--- src/rtl/field_renderer.sv ---
// Two-stage pixel renderer for a bat-and-ball playfield: lines, paddles, ball, optional score.
// Optional 7-segment score display is built when SCORE_DISP_EN is defined.
module field_renderer #(
    parameter int COLOR_W      = 4,
    parameter int NPAD         = 4,
    parameter int BALL_HALF    = 4,
    parameter int BLINK_FRAMES = 32
) (
    input  logic                   clk,
    input  logic                   rst,
    input  logic                   frame_start,
    input  logic                   px_valid,
    input  logic [10:0]            x,
    input  logic [10:0]            y,
    input  logic [1:0]             mode,
    input  logic                   bat_size,
    input  logic [NPAD-1:0]        p_en,
    input  logic [NPAD*11-1:0]     p_x,
    input  logic [NPAD*11-1:0]     p_y,
    input  logic [10:0]            ball_x,
    input  logic [10:0]            ball_y,
    input  logic [5:0]             p1_score,
    input  logic [5:0]             p2_score,
    input  logic                   goal,
    output logic [3*COLOR_W-1:0]   px_color,
    output logic                   px_valid_out
);

    typedef enum logic [1:0] {
        MODE_TENNIS   = 2'b00,
        MODE_FOOTBALL = 2'b01,
        MODE_SQUASH   = 2'b10,
        MODE_PRACTICE = 2'b11
    } mode_e;

    localparam logic [COLOR_W-1:0]   C_ONES  = {COLOR_W{1'b1}};
    localparam logic [COLOR_W-1:0]   C_ZERO  = {COLOR_W{1'b0}};
    localparam logic [3*COLOR_W-1:0] C_WHITE = {3*COLOR_W{1'b1}};
    localparam logic [3*COLOR_W-1:0] C_RED   = {C_ONES, C_ZERO, C_ZERO};
    localparam logic [3*COLOR_W-1:0] C_GREEN = {C_ZERO, C_ONES, C_ZERO};
    localparam logic [3*COLOR_W-1:0] C_BLUE  = {C_ZERO, C_ZERO, C_ONES};

    function automatic logic in_rng(input logic [11:0] v, input logic [11:0] lo,
                                    input logic [11:0] hi);
        return (v >= lo) && (v < hi);
    endfunction

    // Frame-stable shadows; r_armed marks that at least one frame_start has been seen.
    mode_e                r_mode;
    logic                 r_bat;
    logic [NPAD-1:0]      r_p_en;
    logic [NPAD*11-1:0]   r_p_x;
    logic [NPAD*11-1:0]   r_p_y;
    logic                 r_armed;
    logic [7:0]           r_flash;

    // NOTE: sequential state uses non-blocking assignments so every register samples pre-edge values.
    always_ff @(posedge clk or posedge rst) begin
        if (rst) begin
            r_mode  <= MODE_TENNIS;
            r_bat   <= 1'b0;
            r_p_en  <= '0;
            r_p_x   <= '0;
            r_p_y   <= '0;
            r_armed <= 1'b0;
        end else if (frame_start) begin
            r_mode  <= mode_e'(mode);
            r_bat   <= bat_size;
            r_p_en  <= p_en;
            r_p_x   <= p_x;
            r_p_y   <= p_y;
            r_armed <= 1'b1;
        end
    end

    always_ff @(posedge clk or posedge rst) begin
        if (rst) begin
            r_flash <= 8'd0;
        end else if (goal) begin
            r_flash <= 8'(BLINK_FRAMES);
        end else if (frame_start && (r_flash != 8'd0)) begin
            r_flash <= r_flash - 8'd1;
        end
    end

    logic [11:0] w_x12;
    logic [11:0] w_y12;
    logic [10:0] w_y_rel;
    logic        w_boundary;
    logic        w_middle;
    logic        w_goal_line;
    logic        w_wall;
    logic        w_flash_off;
    logic        w_lines;

    always_comb begin
        w_x12       = {1'b0, x};
        w_y12       = {1'b0, y};
        w_y_rel     = y - 11'd40;
        w_boundary  = in_rng(w_x12, 12'd20, 12'd620) &&
                      (in_rng(w_y12, 12'd20, 12'd30) || in_rng(w_y12, 12'd450, 12'd460));
        w_middle    = !r_mode[1] && in_rng(w_x12, 12'd325, 12'd335) &&
                      in_rng(w_y12, 12'd40, 12'd440) && ((w_y_rel % 11'd20) < 11'd10);
        w_goal_line = (in_rng(w_y12, 12'd20, 12'd130) || in_rng(w_y12, 12'd350, 12'd460)) &&
                      ((in_rng(w_x12, 12'd20, 12'd30) && (r_mode != MODE_TENNIS)) ||
                       (in_rng(w_x12, 12'd610, 12'd620) && (r_mode == MODE_FOOTBALL)));
        w_wall      = r_mode[1] && in_rng(w_x12, 12'd20, 12'd30) &&
                      in_rng(w_y12, 12'd130, 12'd350);
        w_flash_off = (r_flash != 8'd0) && r_flash[2];
        w_lines     = !w_flash_off && (w_boundary || w_middle || w_goal_line || w_wall);
    end

    logic [11:0] w_bx_lo;
    logic [11:0] w_by_lo;
    logic        w_ball;

    always_comb begin
        w_bx_lo = (ball_x >= 11'(BALL_HALF)) ? ({1'b0, ball_x} - 12'(BALL_HALF)) : 12'd0;
        w_by_lo = (ball_y >= 11'(BALL_HALF)) ? ({1'b0, ball_y} - 12'(BALL_HALF)) : 12'd0;
        w_ball  = in_rng(w_x12, w_bx_lo, {1'b0, ball_x} + 12'(BALL_HALF)) &&
                  in_rng(w_y12, w_by_lo, {1'b0, ball_y} + 12'(BALL_HALF));
    end

    logic [NPAD-1:0] w_pad_hit;
    logic [11:0]     w_half;
    logic [11:0]     w_px;
    logic [11:0]     w_py;
    logic [11:0]     w_py_lo;

    // NOTE: every always_comb output is given a default before any branch or loop, so no latch is inferred.
    always_comb begin
        w_pad_hit = '0;
        w_px      = 12'd0;
        w_py      = 12'd0;
        w_py_lo   = 12'd0;
        w_half    = r_bat ? 12'd35 : 12'd25;
        for (int i = 0; i < NPAD; i++) begin
            w_px         = {1'b0, r_p_x[11*i +: 11]};
            w_py         = {1'b0, r_p_y[11*i +: 11]};
            w_py_lo      = (w_py < w_half) ? 12'd0 : (w_py - w_half);
            w_pad_hit[i] = r_armed && r_p_en[i] &&
                           in_rng(w_x12, w_px, w_px + 12'd10) &&
                           in_rng(w_y12, w_py_lo, w_py + w_half);
        end
    end

    logic w_score;

`ifdef SCORE_DISP_EN
    logic [5:0] r_p1_score;
    logic [5:0] r_p2_score;

    always_ff @(posedge clk or posedge rst) begin
        if (rst) begin
            r_p1_score <= 6'd0;
            r_p2_score <= 6'd0;
        end else if (frame_start) begin
            r_p1_score <= p1_score;
            r_p2_score <= p2_score;
        end
    end

    // Segment bits ordered {a,b,c,d,e,f,g}.
    function automatic logic [6:0] seg7(input logic [3:0] d);
        case (d)
            4'd0:    return 7'b1111110;
            4'd1:    return 7'b0110000;
            4'd2:    return 7'b1101101;
            4'd3:    return 7'b1111001;
            4'd4:    return 7'b0110011;
            4'd5:    return 7'b1011011;
            4'd6:    return 7'b1011111;
            4'd7:    return 7'b1110000;
            4'd8:    return 7'b1111111;
            4'd9:    return 7'b1111011;
            default: return 7'b0000000;
        endcase
    endfunction

    // 20x30 glyph at (gx,35), segments 4 pixels thick.
    function automatic logic glyph_hit(input logic [3:0] digit, input logic [11:0] gx,
                                       input logic [11:0] px, input logic [11:0] py);
        logic [6:0]  s;
        logic [11:0] rx;
        logic [11:0] ry;
        s  = seg7(digit);
        rx = px - gx;
        ry = py - 12'd35;
        if (!in_rng(px, gx, gx + 12'd20) || !in_rng(py, 12'd35, 12'd65)) return 1'b0;
        return (s[6] && (ry < 12'd4)) ||
               (s[5] && (rx >= 12'd16) && (ry < 12'd15)) ||
               (s[4] && (rx >= 12'd16) && (ry >= 12'd15)) ||
               (s[3] && (ry >= 12'd26)) ||
               (s[2] && (rx < 12'd4) && (ry >= 12'd15)) ||
               (s[1] && (rx < 12'd4) && (ry < 12'd15)) ||
               (s[0] && in_rng(ry, 12'd13, 12'd17));
    endfunction

    always_comb begin
        w_score = r_armed && (
            glyph_hit(4'(r_p1_score / 6'd10), 12'd260, w_x12, w_y12) ||
            glyph_hit(4'(r_p1_score % 6'd10), 12'd285, w_x12, w_y12) ||
            glyph_hit(4'(r_p2_score / 6'd10), 12'd350, w_x12, w_y12) ||
            glyph_hit(4'(r_p2_score % 6'd10), 12'd375, w_x12, w_y12));
    end
`else
    logic w_unused_scores;
    assign w_unused_scores = ^{p1_score, p2_score};
    assign w_score         = 1'b0;
`endif

    logic            r_s1_valid;
    logic            r_s1_ball;
    logic [NPAD-1:0] r_s1_pad;
    logic            r_s1_score;
    logic            r_s1_lines;

    always_ff @(posedge clk or posedge rst) begin
        if (rst) begin
            r_s1_valid <= 1'b0;
            r_s1_ball  <= 1'b0;
            r_s1_pad   <= '0;
            r_s1_score <= 1'b0;
            r_s1_lines <= 1'b0;
        end else begin
            r_s1_valid <= px_valid;
            r_s1_ball  <= w_ball;
            r_s1_pad   <= w_pad_hit;
            r_s1_score <= w_score;
            r_s1_lines <= w_lines;
        end
    end

    logic [3*COLOR_W-1:0] w_pad_color;
    logic [3*COLOR_W-1:0] w_color;

    always_comb begin
        w_pad_color = '0;
        // Walk from the highest slot down so the lowest enabled index overrides.
        for (int i = NPAD - 1; i >= 0; i--) begin
            if (r_s1_pad[i]) w_pad_color = (i % 2 == 0) ? C_RED : C_BLUE;
        end
        w_color = '0;
        if (r_s1_valid) begin
            if (r_s1_ball)        w_color = C_WHITE;
            else if (|r_s1_pad)   w_color = w_pad_color;
            else if (r_s1_score)  w_color = C_GREEN;
            else if (r_s1_lines)  w_color = C_WHITE;
        end
    end

    always_ff @(posedge clk or posedge rst) begin
        if (rst) begin
            px_color     <= '0;
            px_valid_out <= 1'b0;
        end else begin
            px_color     <= w_color;
            px_valid_out <= r_s1_valid;
        end
    end

endmodule

--- config.mk ---
export PLATFORM = sky130hd
export DESIGN_NAME = field_renderer
export DESIGN_NICKNAME = d
export VERILOG_FILES = /design/src/rtl/field_renderer.sv
export SDC_FILE = /design/constraint.sdc
export NUM_CORES = 1
export LEC_CHECK = 0
export CORE_UTILIZATION = 41
export DETAILED_ROUTE_END_ITERATION = 10
export MAX_ROUTING_LAYER = met4
export PLACE_DENSITY = 0.61
export SLEW_MARGIN = 20
export SYNTH_ARGS = -nofsm -noshare
export SYNTH_HDL_FRONTEND = slang
export SYNTH_SLANG_ARGS = --single-unit
--- constraint.sdc ---
create_clock -name clk -period 4.6 [get_ports clk]
set_input_delay 0.92 -clock clk [delete_from_list [all_inputs] [get_ports clk]]
set_output_delay 0.92 -clock clk [all_outputs]
set_load 0.02 [all_outputs]
== Yosys cells after proc, flatten, opt, wreduce, memory -nomap -nowiden ==
Cells that the tools add are included.

* Multiplexer cells: 17
* Order comparisons: 43
* Reduce and logical (&&, ||, !) cells: 57
* Shift operators: 0
* $mul: 0
* Bitwise operators: 0
* Equal/unequal tests: 1
* Add/subtract/negate cells: 18
* Divide/modulo/power cells: 1

{| class="wikitable"
|+ Operator list
! cell !! count
|-
| $mux 12 || 13
|-
| $lt 11x12->1 || 10
|-
| $ge 11x12->1 || 6
|-
| $add 11x4->12 const B || 4
|-
| $add 11x6->12 || 4
|-
| $sub 11x6->12 || 4
|-
| $logic_and 1x1->1 || 45
|-
| $ge 11x11->1 || 4
|-
| $lt 11x6->1 || 4
|-
| $lt 11x9->1 const B || 4
|-
| $ge 11x9->1 const B || 3
|-
| $add 11x3->12 const B || 2
|-
| $sub 11x3->12 const B || 2
|-
| $ge 11x3->1 const B || 2
|-
| $ge 11x5->1 const B || 2
|-
| $lt 11x5->1 const B || 2
|-
| $mux 8 || 2
|-
| $ge 11x10->1 const B || 1
|-
| $ge 11x6->1 const B || 1
|-
| $ge 11x8->1 const B || 1
|-
| $lt 11x10->1 const B || 1
|-
| $lt 11x4->1 const B || 1
|-
| $lt 11x8->1 const B || 1
|-
| $mod 11x5->11 const B || 1
|-
| 10 further kinds || 17
|}

* Memories kept: 0
* Bits in latches: 0
* Memory bits (read-only): 0
* Word-level logic and storage cells: 150
* Register bits: 124
* Bits of input ports: 156
* Memory bits (writable): 0

== Logic depth before layout (Yosys ltp) ==
* Depth in word-level cells: 9
* Depth in mapped cells: 22
* Depth with buffers taken out: 22

== Worst setup path before layout ==
No wires, ideal clock.

* Kind: reg2reg
* Start point: reg r_bat
* End point: reg r_s1_pad[2]
* Setup slack: -0.101 ns
* Arrival: 4.580 ns
* Buffers on the path: 1
* Period minus slack after synthesis: 4.701 ns
* Stages on the path, launching flop included: 22
* Required time: 4.479 ns
* Cell sequence: dfrtp_1 > inv_1 > ha_1 > clkbuf_1 > nor2_1 > o21ai_0 > nand2b_1 > nor3_1 > a21oi_1 > ha_1 > nand2b_1 > a21o_1 > a21o_1 > a21o_1 > a21o_1 > a21o_1 > a21o_1 > a21oi_1 > nor2b_1 > o21ai_0 > a21oi_1 > and4b_1

* Longest elaborated chain between the ends: 6
* Elaborated cells between the ends (all ways): 9
* Classes of those cells: add/sub (2); order compare (3); mux (2); reduce/logical (2)

{| class="wikitable"
|+ RTL lines
! what !! RTL line !! RTL
|-
| start, declared || 50 || <nowiki>logic r_bat;</nowiki>
|-
| start signal, assigned || 68 || <nowiki>r_bat <= bat_size;</nowiki>
|-
| $mux 6 * || 136 || <nowiki>w_half = r_bat ? 12'd35 : 12'd25;</nowiki>
|-
| $sub 11x6->12 / $lt 11x6->1 (equally long branches) || 140 || <nowiki>w_py_lo = (w_py < w_half) ? 12'd0 : (w_py - w_half);</nowiki>
|-
| $mux 12 || 140 ||
|-
| $ge 11x12->1 || 45 || <nowiki>return (v >= lo) && (v < hi);</nowiki>
|-
| $logic_and 1x1->1 * || 45 ||
|-
| $logic_and 1x1->1 * || 142 || <nowiki>in_rng(w_x12, w_px, w_px + 12'd10) &&</nowiki>
|-
| net w_pad_hit[2] || 124 || <nowiki>logic [NPAD-1:0] w_pad_hit;</nowiki>
|-
| end signal, assigned || 228 || <nowiki>r_s1_pad <= w_pad_hit;</nowiki>
|-
| end, declared || 214 || <nowiki>logic [NPAD-1:0] r_s1_pad;</nowiki>
|}

The timed path passes the listed nets; every way through them passes the cells marked *.
A chain may end at the register's enable or synchronous reset.

== Worst setup path after layout ==
* Start point: in y[5]
* End point: reg r_s1_lines

* Longest elaborated chain between the ends: 8
* Elaborated cells between the ends (all ways): 30
* Classes of those cells: add/sub (1); div (1); order compare (11); reduce/logical (17)

{| class="wikitable"
|+ RTL lines
! what !! RTL line !! RTL
|-
| start, declared || 14 || <nowiki>input logic [10:0] y,</nowiki>
|-
| $sub 11x6->11, or another cell as far along || 99 || <nowiki>w_y_rel = y - 11'd40;</nowiki>
|-
| $mod 11x5->11 / $logic_and 1x1->1 (equally long branches) || 103, 45 ||
|-
| $lt 11x4->1, or another cell as far along || 103 || <nowiki>in_rng(w_y12, 12'd40, 12'd440) && ((w_y_rel % 11'd20) < 11'd10);</nowiki>
|-
| $logic_and 1x1->1 (on tied branches) || 103, 100 ||
|-
| $logic_or 1x1->1 (2 in series) || 110 || <nowiki>w_lines = !w_flash_off && (w_boundary || w_middle || w_goal_line || w_wall);</nowiki>
|-
| $logic_or 1x1->1 * || 110 ||
|-
| $logic_and 1x1->1 * || 110 ||
|-
| net w_lines || 94 || <nowiki>logic w_lines;</nowiki>
|-
| end signal, assigned || 230 || <nowiki>r_s1_lines <= w_lines;</nowiki>
|-
| end, declared || 216 || <nowiki>logic r_s1_lines;</nowiki>
|}

Marks and branches as above.

==> impl_results.md <==
- Outcome: finished clean
- Cells after Synth: 1605
- CP startpoint: y[5]
- Async set-or-reset flop fraction in the synthesized netlist: 100%
- Dominant synthesized flop cell: dfrtp_1
- Sw Share: approximately 38%
- Share of cells above drive strength 1: 11.1%
- Setup TNS: 0 ns
- Worst reg2reg startpoint: r_bat
- Leading post-synthesis cells by cell area: ha_1 (24%), dfrtp_1 (21%), xnor2_1 (5.0%)
- Max clock buf depth: 2
- # setup viols final: 0
- First-pass DRT Iterations: 5
- Core footprint: approximately 33000 um^2
- Ys Warns: 0
- Largest net degree at the start of global routing: 116
- Seq/Total Area, Yosys: a little over a fifth
- Final cell utilization of the core: between 50% and 60%
- Overall global routing resource usage: 24.0%
- Hold buffer count at CTS: 0
- P_int: around 2.9 mW
- IO Pins: 169
- Max Cap Violations: 0
- RD Place Congestion: 0.929
- Clk sink count: 115
- Crit path setup slack, layout: 0.217 ns
- Final Instance Area: 16900 um^2
- Min Hold Slack: 0.413 ns
- Leak Pwr: 7.92 nW
- Simple-gate share of the synthesized area: between 15 and 20%
- Critical path arrival: 4.71 ns
- Initial core utilization: 41.8%
- Initial antenna violation count: 0
- Flop pwr share: 26.6%
- Post-synth EDFFs: 0
- Initial DRC count: 590
- Comb pwr share: 43.2%
- Mean routed wirelength per cell: 16.9 um
- Max-Slew Margin vs Limit: approximately two fifths
- Post-synth top area share: 23.8%
- First-pass GRT wire length: 61800 um
- #FFs+latches synth: 115
- Final Cycle Share: between 90 and 100%
- Crit Path Max Fanout: 10
- Number of max-slew violations in the final report: 0
- Num CTS Buffers: 17
- CP Class: in -> reg
- Fillers: around 3100
- Req. time, crit path: 4.93 ns
- Hold Crit Start: r_s1_valid
- H-Tree Depth: 4
- CTS clk-pin slew, worst paths: 0.07 ns
- Worst slack, placed: -0.456 ns
- RSZ-0062 raised after global routing: no
- Main combinational cell family by area after synthesis: adder cells
- Root Driver: clkbuf_16
- TritonCTS clock tree: yes
- Grt total ovfl: 0
- PwrDens: 273 nW/um^2
- Tot Pwr: roughly 4.6 mW
- Unique masters post-synth: 77
- Most frequent cell after synthesis: ha_1
- Complex-gate fraction of the synthesized area: 19.9%
- Detailed Place HPWL: 29800 um
- Post-synthesis xor/xnor area fraction: 8.28%
- Clk Latency, worst-skew pair: 0.44 ns
- Syn avg cell area: 8.49 um^2
- Non-filler cells, final: 2274
- Actual slew at the worst max-slew pin: 0.888 ns
- List of most frequent post-synthesis cells: ha_1 (259), nand2_1 (153), o21ai_0 (116)
- Row count: 66
- Mux contribution to synthesized area: under 10%
- Vias: 12300
- Largest area contributor in the netlist: ha_1
- DRC viols: 0
- Number of global-route vias before repair: 12200
- Syn nets: 2028
- Post-DP Area: 16300 um^2
- Worst vdd ir: 0.289 mV
- P_sw: 1.75 mW
- Adder-cell share of the synthesized area: 25.0%
- Routed wire length: 38300 um
- ANT cells: 0
- Die area: 34000 um^2
- Max Freq: 228 MHz
- Hold WC Path Type: reg -> reg
- Final nets: 2242
- Critical Path End Type: flip-flop
- Synth Cell Area: 13600 um^2
- Drt via density: 5.40
- Port-buffer cells: roughly 160
- CP startpoint kind: input pin
- Area grow syn2layout: 24.2%
- Power share of the clock group: just over 30%
- DP Cell Count: about 2200
- Antenna viol nets, final: 0
- Final Hold Viols: 0
- Die W: 184 um
- Die extent in y: 184 um
- Layout Skew: 0.0117 ns
- Post-route minimum period: 4.38 ns
-- worst max-delay path, stage by stage --
cell and delay, ns:
clkdlybuf4s50_1 0.51, buf_4 0.22, buf_4 0.17, o21a_1 0.17
o221ai_2 0.39, buf_4 0.21, nor4b_1 0.05, o21ai_0 0.32
o311ai_4 0.18, nand3_1 0.16, buf_4 0.14, a21oi_1 0.06
o221a_2 0.30, or3_1 0.38, o31a_1 0.28, o21ai_1 0.15
o41ai_2 0.10
-- cell type report --
class | count | area [um^2] | share of cell area, %
sequential | 115 | 2880 | 17.0
clock buffer | 17 | 425 | 2.51
multi-input combinational | 1329 | 10100 | 59.8
inverter | 92 | 352 | 2.08
timing repair buffer | 264 | 2430 | 14.4
tap | 442 | 553 | 3.27
clock inverter | 15 | 159 | 0.939
-- metal layers --
layer | routed length (um) | up-vias | global-route usage, %
li1 | - | 6139 | -
met1 | 18200 | 5791 | 31.1
met2 | 17700 | 288 | 39.0
met3 | 1590 | 56 | 2.75
met4 | 873 | 0 | 7.37
met5 | 0 | - | -
-- repair_timing --
item,in CTS,in global routing
buffers inserted,0,3
endpoints found under the setup margin,1,5
resized for setup,1,5
-- sequential cells by signal, indices dropped and copies added (netlist names), 2 cells and up --
name	flops
r_flash	8
r_p_x	44
r_s1_pad	4
r_mode	2
px_color	3
r_p_y	44
r_p_en	4
-- layout by cell type (no fill, tap or decap), types with 8 or more instances in the layout --
cell | synthesis | routed
and3_1 | 11 | 11
nand3_1 | 44 | 44
mux2i_1 | 11 | 11
o211ai_1 | 8 | 8
a21o_1 | 70 | 70
xnor2_1 | 77 | 76
clkbuf_16 | 0 | 17
buf_4 | 9 | 104
ha_1 | 259 | 259
o21a_1 | 55 | 55
nand2_1 | 153 | 153
nor4_1 | 13 | 13
inv_1 | 92 | 90
nand2b_1 | 32 | 32
clkdlybuf4s50_1 | 0 | 153
o21bai_1 | 8 | 8
nor2b_1 | 25 | 25
a21oi_1 | 73 | 73
fa_1 | 8 | 8
nor3_1 | 36 | 35
a211oi_1 | 11 | 11
nand4_1 | 13 | 13
nor2_1 | 103 | 103
o21ai_0 | 116 | 116
mux2_2 | 40 | 40
or3_1 | 11 | 11
a31oi_1 | 9 | 9
dfrtp_1 | 115 | 114
xor2_1 | 48 | 48
-- cell families after synthesis --
kind of cell    after synthesis
compound gates              410
xor+xnor                    127
fa+ha+maj                   267
buf+inv                     161
flops                       115
mux                          51
simple gates                474
-- path summary, 6_finish.rpt --
kind / end / slack (ns) / cells past startpoint
worst max-delay path: r_s1_lines / 0.22 / 17
worst min-delay path: px_valid_out / 0.41 / 0
worst max register to register: r_s1_pad[3] / 0.38 / 23
worst min register to register: px_valid_out / 0.41 / 0
max in group asynchronous: r_p_y[3] / 3.12 / 3
min in group asynchronous: r_p_y[38] / 0.99 / 3
-- power groups by stage --
stage / Clock [mW] / Sequential [mW] / Combinational [mW]
after CTS: 1.42 / 1.23 / 2.00
after global routing: 1.47 / 1.25 / 2.27
after detailed placement: 0 / 1.25 / 1.98
final: 1.40 / 1.23 / 1.99
after global placement: 0 / 1.24 / 1.93
after floorplan: 0 / 1.19 / 1.39
Note: power is estimated with default switching activity, not from simulation.
